==> config.mk <==
export PLATFORM = sky130hd
export DESIGN_NAME = seq_detect_ctrl
export DESIGN_NICKNAME = d
export VERILOG_FILES = /design/src/rtl/seq_detect_pkg.sv /design/src/rtl/pattern_matcher.sv /design/src/rtl/seq_detect_ctrl.sv
export SDC_FILE = /design/constraint.sdc
export NUM_CORES = 1
export LEC_CHECK = 0
export CAP_MARGIN = 15
export CORE_MARGIN = 2
export CORE_UTILIZATION = 35
export DETAILED_ROUTE_END_ITERATION = 8
export PLACE_DENSITY_LB_ADDON = 0.12
export SYNTH_ARGS = -nofsm -noshare
export SYNTH_HDL_FRONTEND = slang
export SYNTH_SLANG_ARGS = --single-unit
export TNS_END_PERCENT = 30
==> constraint.sdc <==
create_clock -name clk -period 2.17 [get_ports clk]
set_input_delay 0.3255 -clock clk [delete_from_list [all_inputs] [get_ports clk]]
set_output_delay 0.3255 -clock clk [all_outputs]
set_load 0.02 [all_outputs]
==> src/rtl/seq_detect_pkg.sv <==
// Shared definitions for the sequence-detector controller: FSM state
// encodings, default parameter values and a small sizing helper.
package seq_detect_pkg;

    typedef enum logic [1:0] {
        ST_IDLE = 2'd0,
        ST_RUN  = 2'd1,
        ST_DONE = 2'd2
    } state_t;

    localparam int DEF_PAT_W = 4;
    localparam int DEF_CNT_W = 8;

    // Width of the fill counter, which only ever needs to reach pat_w-1.
    function automatic int fill_width(input int pat_w);
        return (pat_w <= 2) ? 1 : $clog2(pat_w);
    endfunction

endpackage

==> src/rtl/pattern_matcher.sv <==
// Serial pattern matcher: keeps the last PAT_W-1 accepted bits and a
// saturating fill count, and flags when the incoming bit completes the
// programmed pattern. History is wiped on a match when overlap is off.
module pattern_matcher
    import seq_detect_pkg::*;
#(
    parameter int PAT_W = DEF_PAT_W
) (
    input  logic             clk,
    input  logic             reset,
    input  logic             clear,
    input  logic             shift_en,
    input  logic             bit_in,
    input  logic [PAT_W-1:0] pattern,
    input  logic             overlap,
    output logic             match
);

    localparam int                FILL_W   = fill_width(PAT_W);
    localparam logic [FILL_W-1:0] FILL_MAX = FILL_W'(PAT_W - 1);

    logic [PAT_W-2:0]  history_reg, history_next;
    logic [FILL_W-1:0] fill_reg, fill_next;
    logic [PAT_W-1:0]  window;
    logic [PAT_W-1:0]  bit_eq;

    // Oldest bit sits in the MSB, the bit arriving this cycle in the LSB.
    assign window = {history_reg, bit_in};

    generate
        for (genvar gi = 0; gi < PAT_W; gi++) begin : g_cmp
            assign bit_eq[gi] = ~(window[gi] ^ pattern[gi]);
        end
    endgenerate

    // A match needs a full history plus the current bit to line up.
    assign match = (fill_reg == FILL_MAX) && (&bit_eq);

    // Next history/fill: clear on reconfiguration or non-overlapping match,
    // otherwise shift in the accepted bit and saturate fill.
    always_comb begin
        history_next = history_reg;
        fill_next    = fill_reg;
        if (clear) begin
            history_next = '0;
            fill_next    = '0;
        end else if (shift_en) begin
            if (match && !overlap) begin
                history_next = '0;
                fill_next    = '0;
            end else begin
                history_next = window[PAT_W-2:0];
                fill_next    = (fill_reg == FILL_MAX) ? fill_reg : fill_reg + 1'b1;
            end
        end
    end

    // History and fill registers with synchronous active-low reset.
    always_ff @(posedge clk) begin
        if (!reset) begin
            history_reg <= '0;
            fill_reg    <= '0;
        end else begin
            history_reg <= history_next;
            fill_reg    <= fill_next;
        end
    end

endmodule

==> src/rtl/seq_detect_ctrl.sv <==
// Programmable sequence-detector controller: configuration handshake,
// IDLE/RUN/DONE FSM, match gating and the saturating match counter.
module seq_detect_ctrl
    import seq_detect_pkg::*;
#(
    parameter int PAT_W = DEF_PAT_W,
    parameter int CNT_W = DEF_CNT_W
) (
    input  logic             clk,
    input  logic             reset,
    input  logic             cfg_valid,
    output logic             cfg_ready,
    input  logic [PAT_W-1:0] cfg_pattern,
    input  logic             cfg_overlap,
    input  logic [CNT_W-1:0] cfg_target,
    input  logic             abort,
    input  logic             bit_valid,
    input  logic             bit_in,
    output logic             z,
    output logic [CNT_W-1:0] match_count,
    output logic             busy,
    output logic             done
);

    state_t           state_reg, state_next;
    logic [PAT_W-1:0] pattern_reg;
    logic             overlap_reg;
    logic [CNT_W-1:0] target_reg;
    logic [CNT_W-1:0] count_reg, count_next, count_inc;

    logic accept;
    logic bit_take;
    logic match_raw;
    logic target_hit;

    assign accept   = cfg_valid & cfg_ready;
    // Only bits seen while running and not aborting reach the matcher.
    assign bit_take = (state_reg == ST_RUN) & bit_valid & ~abort;

    pattern_matcher #(
        .PAT_W (PAT_W)
    ) u_matcher (
        .clk      (clk),
        .reset    (reset),
        .clear    (accept),
        .shift_en (bit_take),
        .bit_in   (bit_in),
        .pattern  (pattern_reg),
        .overlap  (overlap_reg),
        .match    (match_raw)
    );

    assign count_inc  = count_reg + 1'b1;
    // The match that brings the count up to a non-zero target ends the run.
    assign target_hit = z && (target_reg != '0) && (count_inc == target_reg);

    // State register.
    always_ff @(posedge clk) begin
        if (!reset) begin
            state_reg <= ST_IDLE;
        end else begin
            state_reg <= state_next;
        end
    end

    // Next-state logic; a handshake accepted in DONE wins over abort.
    always_comb begin
        state_next = state_reg;
        case (state_reg)
            ST_IDLE: begin
                if (accept) state_next = ST_RUN;
            end
            ST_RUN: begin
                if (abort)           state_next = ST_IDLE;
                else if (target_hit) state_next = ST_DONE;
            end
            ST_DONE: begin
                if (accept)     state_next = ST_RUN;
                else if (abort) state_next = ST_IDLE;
            end
            default: state_next = ST_IDLE;
        endcase
    end

    // Outputs decoded from the state plus the Mealy match flag.
    always_comb begin
        cfg_ready = (state_reg != ST_RUN);
        busy      = (state_reg == ST_RUN);
        done      = (state_reg == ST_DONE);
        z         = bit_take & match_raw;
    end

    // Counter next value: cleared by a new configuration, saturating otherwise.
    always_comb begin
        count_next = count_reg;
        if (accept) begin
            count_next = '0;
        end else if (z && !(&count_reg)) begin
            count_next = count_inc;
        end
    end

    // Configuration latches and match counter.
    always_ff @(posedge clk) begin
        if (!reset) begin
            pattern_reg <= '0;
            overlap_reg <= 1'b0;
            target_reg  <= '0;
            count_reg   <= '0;
        end else begin
            if (accept) begin
                pattern_reg <= cfg_pattern;
                overlap_reg <= cfg_overlap;
                target_reg  <= cfg_target;
            end
            count_reg <= count_next;
        end
    end

    assign match_count = count_reg;

endmodule
==> flow_summary_export.csv, run 1 <==
group,metric,value,unit
run_status,status,"finished clean",
power,power_density,499,nW/µm²
routing,first_iter_violations,50,
placement,place.gp.congestion,0.812,
clock_network,cts.path.max_buffers,2,
routing,via_per_inst,5.18,
synthesis,async_flop_share,0,%
clock_network,cts_tree,"yes",
placement,place_inst,263,
sta,fin_skew,5.18,ps
cells_and_area,finalNonFillerCells,266,
die,fp.dieW,69.4,µm
routing,dr.pass1.iters,4,
routing,dr_wl_met3,109,µm
clock_network,cts_buffers,3,
synthesis,syn_area,1500,µm²
power,leakage,0.720,nW
worst_setup_path,critPathRequiredTime,1840,ps
global_route,antenna_found_initial,0,
routing,wl_per_cell,13.1,µm
synthesis,seq_area_frac_synth,37.5,%
die,die_h,69.4,µm
sta,fmax,490,MHz
routing,num_vias,1377,
sta,maxSlewViolCount,0,
clock_network,cts.sinks,28,
cells_and_area,drive_gt1_share,10.6,%
synthesis,synth-adder-area-share,1.67,%
sta,setup_viol,0,
sta,final.setup.worst_slack,130,ps
sta,rsz0062_at_grt,"false",
global_route,grt_pass1_vias,1328,
cells_and_area,antenna_cells,0,
die,core_area,4060,µm²
clock_network,post_cts_buffers,0,
routing,ant_nets,0,
cells_and_area,finalNetCount,239,
cells_and_area,layout_commonest_cell,"nand2_1",
clock_network,cts_root_buf,"clkbuf_8",
synthesis,synth_cells,179,
routing,drt-total-wl,3480,µm
synthesis,synth_compound_area_share,14.0,%
flow_run,cap_violations,0,
synthesis,synth-warning-count,0,
synthesis,yosys.area_share.simple,30.4,%
sta,setup_tns,0,ps
synthesis,synth-xor-area-share,9.95,%
synthesis,synth_mux_area_share,2.68,%
placement,hpwl,2720,µm
die,fp-row-count,23,
routing,wl_met2,1580,µm
sta,timing_hold_violations_final,0,
cells_and_area,syn_to_final_growth,30.0,%
placement,io_buffer_count,30,
worst_setup_path,cp-start-kind,"input port",
die,die_area,4810,µm²
routing,m1WireLength,1750,µm
sta,min_period,2040,ps
sta,max_slew_margin,67.1,%
worst_setup_path,cp_max_fo,2,
synthesis,synth_seq_cells,28,
synthesis,synth_nets,200,
global_route,grt_max_degree,15,
worst_setup_path,crit_path_end_kind,"primary output",
synthesis,synth_top_family_by_area,"simple AND/OR/NAND/NOR gates",
routing,highest_layer,"met4",
power,vdd_ir_drop_max,0.248,mV
worst_setup_path,critical_path_class,"in2out",
synthesis,yosys.cell_types.count,43,
clock_network,path_clk_slew,90,ps
worst_setup_path,worstPathArrival,1710,ps
cells_and_area,layout.cells.most_common_list,"nand2_1 (38), clkdlybuf4s50_1 (29), dfxtp_1 (28)",
cells_and_area,n_fill_cell,395,
cells_and_area,final_core_util,47.9,%
clock_network,clkLatencyLatePin,280,ps
sta,min_period_over_period,94.0,%
routing,route.detailed.drc,0,
clock_network,ctsHoldBuffers,0,
placement,post-place-ws,-229,ps
global_route,grt_pass1_wl,5970,µm
die,num_io_pins,31,
synthesis,synth_ff_type,"dfxtp_1",
synthesis,synth_enable_flop_cells,0,
min_path,min_path_type,"reg2reg",
global_route,track_usage,14.9,%
global_route,overflow,0,
sta,tightest_slew,492,ps
clock_network,cts_max_level,1,
die,initial_core_util,36.9,%
synthesis,syn_avg_cell_area,8.36,µm²
-- cell type report --
cell class	count	area, µm²	area share, %
multi-input combinational	142	888	45.7
sequential	28	561	28.8
timing repair buffer	42	389	20.0
tap	50	62.6	3.22
clock buffer	3	41.3	2.12
inverter	1	3.75	0.193
-- cell usage after synthesis, types with 2 or more instances --
cell | n | area share (%)
a21boi_0 | 13 | 6.5
a21oi_1 | 5 | 1.7
a22oi_1 | 3 | 1.5
clkbuf_1 | 4 | 1.0
dfxtp_1 | 28 | 37
ha_1 | 2 | 1.7
mux2i_1 | 4 | 2.7
nand2_1 | 38 | 9.5
nand2b_1 | 3 | 1.3
nand3_1 | 3 | 1.0
nand4_1 | 4 | 1.7
nor2_1 | 16 | 4.0
nor2b_1 | 3 | 1.3
nor3_1 | 3 | 1.0
nor3b_1 | 2 | 1.0
nor4_1 | 4 | 1.7
o21ai_0 | 3 | 1.0
xnor2_1 | 9 | 5.3
xor2_1 | 8 | 4.7
-- kinds of logic (layout without fill, tap and decap cells) --
logic type      after synthesis  in the layout
compound gates               30             30
xor+xnor                     17             17
fa+ha+maj                     2              2
buf+inv                       9             46
flops                        28             28
mux                           4              4
simple gates                 89             89
-- layer usage --
| layer | GRT usage [%] | vias to the layer above |
|---|---|---|
| met5 | 0 | - |
| met4 | 4.58 | 0 |
| met3 | 2.33 | 5 |
| met2 | 25.1 | 24 |
| met1 | 19.6 | 647 |
| li1 | - | 701 |
-- path summary, 6_finish.rpt --
| path | startpoint | to | slack, ps | depth (start not counted) |
|---|---|---|---|---|
| worst max-delay path | bit_valid | z | 130 | 5 |
| worst min-delay path | pattern_reg[2] | pattern_reg[2] | 490 | 2 |
| worst max register to register | match_count[3] | state_reg[0] | 200 | 6 |
| worst min register to register | pattern_reg[2] | pattern_reg[2] | 490 | 2 |
-- critical path, stage by stage --
cell	delay, ps
clkdlybuf4s50_1	460
nor4bb_2	320
nand2_1	120
nor2_1	130
dlygate4sd2_1	350
-- stage by stage --
stage | power (mW) | hold WS (ps) | cell area [µm²]
after floorplan | 0.627 | 420 | 1500
after global placement | 0.692 | 478 | 1900
after detailed placement | 0.696 | 476 | 1900
after CTS | 0.980 | 490 | 1940
after global routing | 1.02 | 534 | 1950
final | 0.970 | 487 | 1950
-- where the power goes --
group | internal (mW) | leakage (nW) | switching (mW)
combinational | 0.0751 | 0.471 | 0.0609
clock | 0.125 | 0.0216 | 0.163
sequential | 0.530 | 0.228 | 0.0170
total | 0.730 | 0.720 | 0.240
-- what timing repair did --
action	in CTS	in global routing
setup endpoints to repair	1	1
pin swaps	0	0
resized for setup	2	1
(Power assumes the default switching activity.)
==> run 2, diff against run 1 <==
--- a/config.mk
+++ b/config.mk
@@ -7,9 +7,10 @@
 export LEC_CHECK = 0
 export CAP_MARGIN = 15
 export CORE_MARGIN = 2
-export CORE_UTILIZATION = 35
+export CORE_UTILIZATION = 50
 export DETAILED_ROUTE_END_ITERATION = 8
 export PLACE_DENSITY_LB_ADDON = 0.12
+export RECOVER_POWER = 100
 export SYNTH_ARGS = -nofsm -noshare
 export SYNTH_HDL_FRONTEND = slang
 export SYNTH_SLANG_ARGS = --single-unit
==> run 2 against run 1 <==
  * The run now ends with design-rule violations left
  * Setup slack gained 4.1 ps
  * Fmax grew 0.20%
  * Power shrank 2.4%
  * Hold slack gained 20 ps
  * Register-to-register slack is essentially flat
  * Clock power shrank 7.3%
  * Sequential cell count is the same
  * Sequential share of layout area grew 0.80 points
  * First-iteration DRC count is the same
  * Design area shrank 2.7%
  * Largest cell class unchanged
==> flow_summary_export.csv, run 2 (same netlist as run 1, synthesis figures left out) <==
group,metric,value,unit
min_path,min_path_type,"reg2reg",
sta,final.setup.worst_slack,134,ps
die,initial_core_util,53.3,%
placement,post-place-ws,-235,ps
cells_and_area,layout.cells.most_common_list,"nand2_1 (38), dfxtp_1 (28), clkdlybuf4s50_1 (17)",
die,fp-row-count,19,
placement,io_buffer_count,30,
clock_network,cts_root_buf,"clkbuf_4",
worst_setup_path,crit_cells,5,
sta,maxSlewViolCount,0,
cells_and_area,finalNonFillerCells,246,
routing,ant_nets,0,
worst_setup_path,rrSetupSlack,200,ps
routing,num_vias,1366,
worst_setup_path,crit_path_end,"z",
global_route,antenna_found_initial,0,
routing,drt-total-wl,3260,µm
cells_and_area,layout_commonest_cell,"nand2_1",
sta,min_period,2040,ps
sta,min_period_over_period,93.8,%
sta,tightest_slew,619,ps
routing,dr.pass1.iters,6,
worst_setup_path,critical_path_class,"in2out",
worst_setup_path,worstPathCellList,"clkdlybuf4s50_1, nor4bb_2, nand2_1, nor2_1, dlygate4sd2_1",
global_route,grtUsageMet1,28.5,%
worst_setup_path,crit_path_start,"bit_valid",
worst_setup_path,rr_endpoint,"state_reg[1]",
placement,place.gp.congestion,0.850,
run_status,violations,"design-rule violations",
global_route,grt_busiest_layer,"met2",
placement,hpwl,2490,µm
worst_setup_path,crit_slowest_cell,"clkdlybuf4s50_1",
worst_setup_path,max_stage_delay,470,ps
sta,rsz0062_at_grt,"false",
global_route,track_usage,20.5,%
worst_setup_path,critPathTopFamily,"buffers and inverters",
clock_network,ctsHoldBuffers,0,
sta,holdWs,507,ps
cells_and_area,finalNetCount,237,
power,vdd_ir_drop_max,0.260,mV
worst_setup_path,critPathRequiredTime,1840,ps
worst_setup_path,cp_max_fo,2,
cells_and_area,drive_gt1_share,8.84,%
sta,fmax,491,MHz
sta,fin_skew,1.19,ps
routing,via_per_inst,5.55,
clock_network,post_cts_buffers,0,
cells_and_area,final_core_util,67.5,%
clock_network,cts.sinks,28,
clock_network,clkLatencyLatePin,350,ps
cells_and_area,syn_to_final_growth,26.5,%
global_route,grt_max_degree,16,
die,die_h,58.7,µm
power,leakage,0.734,nW
worst_setup_path,reg2reg_from,"match_count[3]",
sta,setup_viol,0,
cells_and_area,antenna_cells,0,
routing,wl_per_cell,13.2,µm
power,power_density,500,nW/µm²
placement,place_inst,242,
clock_network,path_clk_slew,150,ps
worst_setup_path,crit_path_end_kind,"primary output",
routing,first_iter_violations,50,
global_route,grt_pass1_wl,5380,µm
worst_setup_path,reg2regPathDepth,6,
clock_network,cts_buffers,3,
worst_setup_path,cp-start-kind,"input port",
worst_setup_path,crit_buf_inv,2,
global_route,grt_use_met2,31.9,%
global_route,grt_pass1_vias,1223,
power,fin_total_pwr,0.947,mW
routing,route.detailed.drc,2,
flow_run,cap_violations,0,
clock_network,cts.path.max_buffers,2,
worst_setup_path,worstPathArrival,1710,ps
run_status,status,"finished, violations left",
die,core_area,2810,µm²
clock_network,cts_max_level,1,
die,die_area,3450,µm²
die,fp.dieW,58.7,µm
global_route,use_met3,2.64,%
clock_network,cts_tree,"yes",
sta,max_slew_margin,58.7,%
sta,timing_hold_violations_final,0,
global_route,overflow,0,
die,num_io_pins,31,
## run 2: changes by cell type in the layout (fill, tap and decap cells not counted), sizes merged
cell           change
clkbuf             +3
clkdlybuf4s50     -12
buf                -4
dlygate4sd3       +12
## run 2: worst min-delay path by stage
stage / start / endpoint / slack, ps / depth (start not counted)
4_1_cts: cfg_target[0] / target_reg[0] / 510 / 3
6_report: pattern_reg[2] / pattern_reg[2] / 510 / 2
5_1_grt: cfg_overlap / overlap_reg / 520 / 3
3_3_place_gp: u_matcher.fill_reg[1] / u_matcher.fill_reg[1] / 480 / 2
2_1_floorplan: cfg_valid / state_reg[1] / 420 / 1
3_5_place_dp: overlap_reg / overlap_reg / 490 / 2
## run 2: worst min-delay path, delay by kind of cell, from the launching register on
family	cells	cell delay (ps)
DFF	1	360
AOI/OAI and AO/OA	1	70
and+or+nand+nor	1	50
## run 2: metrics by stage
step	instance area [µm²]	TNS, ps
2_1_floorplan	1500	0
3_3_place_gp	1860	-237
3_5_place_dp	1860	-326
4_1_cts	1900	0
5_1_grt	1890	0
6_report	1890	0
## run 2: cell type report
| type | count | area [µm²] |
|---|---|---|
| Clock buffer | 4 | 36.3 |
| Fill cell | 237 | 912 |
| Inverter | 1 | 3.75 |
| Multi-Input combinational cell | 142 | 887 |
| Sequential cell | 28 | 561 |
| Tap cell | 31 | 38.8 |
| Timing Repair Buffer | 40 | 367 |
## run 2: report_power, final
part           switching, mW  total, mW  internal (mW)  leakage (nW)
registers             0.0171      0.548          0.531         0.228
logic                 0.0604      0.132         0.0715         0.485
clock network          0.164      0.267          0.103        0.0210
total                  0.241      0.947          0.706         0.734
## run 2: metal layers
metal / up-vias / wire, µm / share of wire (%)
met5: - / 0 / 0
met4: 0 / 58 / 1.8
met3: 5 / 129 / 4.0
met2: 35 / 1470 / 45
met1: 628 / 1600 / 49
li1: 698 / - / -
## run 2: what timing repair did
item	CTS	global route
hold endpoints to repair	0	0
setup endpoints to repair	1	1
resized for setup	2	1
==> patch: new RTL, settings of run 2 <==
Put one more register stage on the output `match_count`, with the module's reset. The value now appears one clock later. The other outputs are not delayed to match.
--- a/src/rtl/seq_detect_ctrl.sv
+++ b/src/rtl/seq_detect_ctrl.sv
@@ -117,6 +117,12 @@
         end
     end
 
-    assign match_count = count_reg;
+    always_ff @(posedge clk) begin
+        if (!reset) begin
+            match_count <= '0;
+        end else begin
+            match_count <= count_reg;
+        end
+    end
 
 endmodule
Behaviour: not the same (Yosys sat finds a counterexample within 10 cycles, from zero or initial values and one cycle with reset low).
==> patch against run 2 <==
Maximum frequency down 3.2%; sequential share of layout area up 3.6 points; critical path depth up 2; power up 27%; routed wire length up 8.5%; combinational power up 6%; design area up 15%; sequential cell count up 8; hold slack worse by 0.033 ns; utilization down 2.4 points; synthesized area up 16%; worst setup slack worse by 0.066 ns.
==> patch: results (changes against run 2) <==
[drt]
vias_per_cell=5.27  ; -5.0%
first_pass_iters=4  ; -2
drtIter0Drc=55  ; +10%

[finish]
nets=262  ; +11%
drive_gt1_share_pct=9.92  ; +1.1 points
fillers=296  ; +25%

[critical_path]
critPathMaxFanout=8  ; +6
arrival_ns=2.36  ; +0.65 ns
r2r_start=count_reg[1]$_SDFFE_PP0P_
setup.worst_path.start=abort

[clock_tree]
htree_levels=2  ; +1
cts_buffers=5  ; +2
worstSkewPairLatency_ns=0.33  ; -0.02 ns

[synth]
avgSynthCellArea_sq_um=8.61  ; +3.0%
synthTopCellsByCount=dfxtp_1, nand2_1, a21boi_0, a21oi_1, and2_1
synth_cell_types=42  ; -2.3%
synthesis.nets=223  ; +12%
synthAdderAreaFrac_pct=1.44  ; -0.23 points
ys_seq_area_share_pct=41.4  ; +4.0 points
synth_top_cells_by_area=dfxtp_1, nand2_1, a21boi_0, and2_1, a21oi_1
synth_compound_area_share_pct=15.3  ; +1.2 points

[sta]
clock_skew_ns=0.00503  ; +0.00384 ns
fin_hold_ws_ns=0.474  ; -0.0327 ns

[min_path]
hold_end=u_matcher.history_reg[2]$_SDFFE_PP0P_
min-delay-start=u_matcher.history_reg[2]$_SDFFE_PP0P_

[grt]
grt_pass1_wl_microns=5890  ; +9.5%
grt_max_degree=26  ; +10
grt.total_usage_pct=18.7  ; -1.7 points
grt_pass1_vias=1318  ; +7.8%

[placement]
gp_congestion=0.892  ; +5.0%
place_area_sq_mm=0.00212  ; +14%
dp_hpwl_microns=2730  ; +10%

[pwr]
leakage_nw=0.843  ; +15%

[outcome]
status=finished, final reports clean

==> patch: cell count changes in the layout (fill, tap and decap cells not counted), moves of 3 or more <==
cell             run 2  this run
nor2_1              16         4
and2_1               0        10
a21oi_1              5        13
dfxtp_1             28        36
nand3_1              3        10
o21ai_0              3         9
or3_1                1         6
xor2_1               8         4
a22oi_1              3         0
clkbuf_4             3         6
nand2_1             38        35
nand2b_1             3         0
==> patch: how the worst max path moves through the flow <==
stage	end	slack (ns)	depth (start not counted)
2_1_floorplan	count_reg[2]$_SDFFE_PP0P_	0.17	7
3_3_place_gp	z	-0.20	5
3_5_place_dp	z	-0.28	5
4_1_cts	z	0.01	5
5_1_grt	count_reg[5]$_SDFFE_PP0P_	0.00008	6
6_report	count_reg[5]$_SDFFE_PP0P_	0.07	7
==> patch: stage by stage <==
| stage | setup TNS [ns] | std cells | setup WS [ns] |
|---|---|---|---|
| 2_1_floorplan | 0 | 202 | 0.169 |
| 3_3_place_gp | -1.04 | 280 | -0.197 |
| 3_5_place_dp | -1.49 | 280 | -0.284 |
| 4_1_cts | 0 | 288 | 0.0149 |
| 5_1_grt | 0 | 288 | 0.0000793 |
| 6_report | 0 | 288 | 0.0680 |
==> patch: power breakdown <==
group / total, W / switching, W / internal (W)
Clock: 0.000372 / 0.000213 / 0.000159
Combinational: 0.000140 / 0.0000627 / 0.0000768
Sequential: 0.000692 / 0.0000151 / 0.000677
==> patch: critical path: stages <==
cell             delay (ns)
clkdlybuf4s50_1        0.46
nor3b_4                0.25
nand2_2                0.08
buf_4                  0.16
or4_4                  0.58
or3_1                  0.34
a21oi_1                0.17
==> patch: cells by family after synthesis <==
family	after synthesis
multiplexers	3
XOR/XNOR	11
AND/OR/NAND/NOR	96
flip-flops	36
adder cells (fa/ha/maj)	2
buffers and inverters	12
AO/OA/AOI/OAI	42
==> patch: layer usage <==
metal | routed length [microns] | up-vias | GRT usage [%] | share of wire [%]
li1 | - | 780 | - | -
met1 | 1590 | 690 | 23.1 | 45
met2 | 1700 | 44 | 31.6 | 48
met3 | 206 | 5 | 5.59 | 5.8
met4 | 34 | 0 | 5.00 | 0.96
met5 | 0 | - | 0 | 0
==> patch: timing repair <==
action,4_1_cts,5_1_grt
endpoints found under the setup margin,1,1
resized for setup,1,3
cloned,0,0
==> patch: final cells by class <==
type	count	area [sq um]	area share, %
Multi-Input combinational cell	154	950	43.7
Inverter	3	11.3	0.519
Clock inverter	1	7.51	0.346
Clock buffer	7	55.1	2.54
Timing Repair Buffer	41	369	17.0
Sequential cell	36	721	33.2
Tap cell	46	57.6	2.65
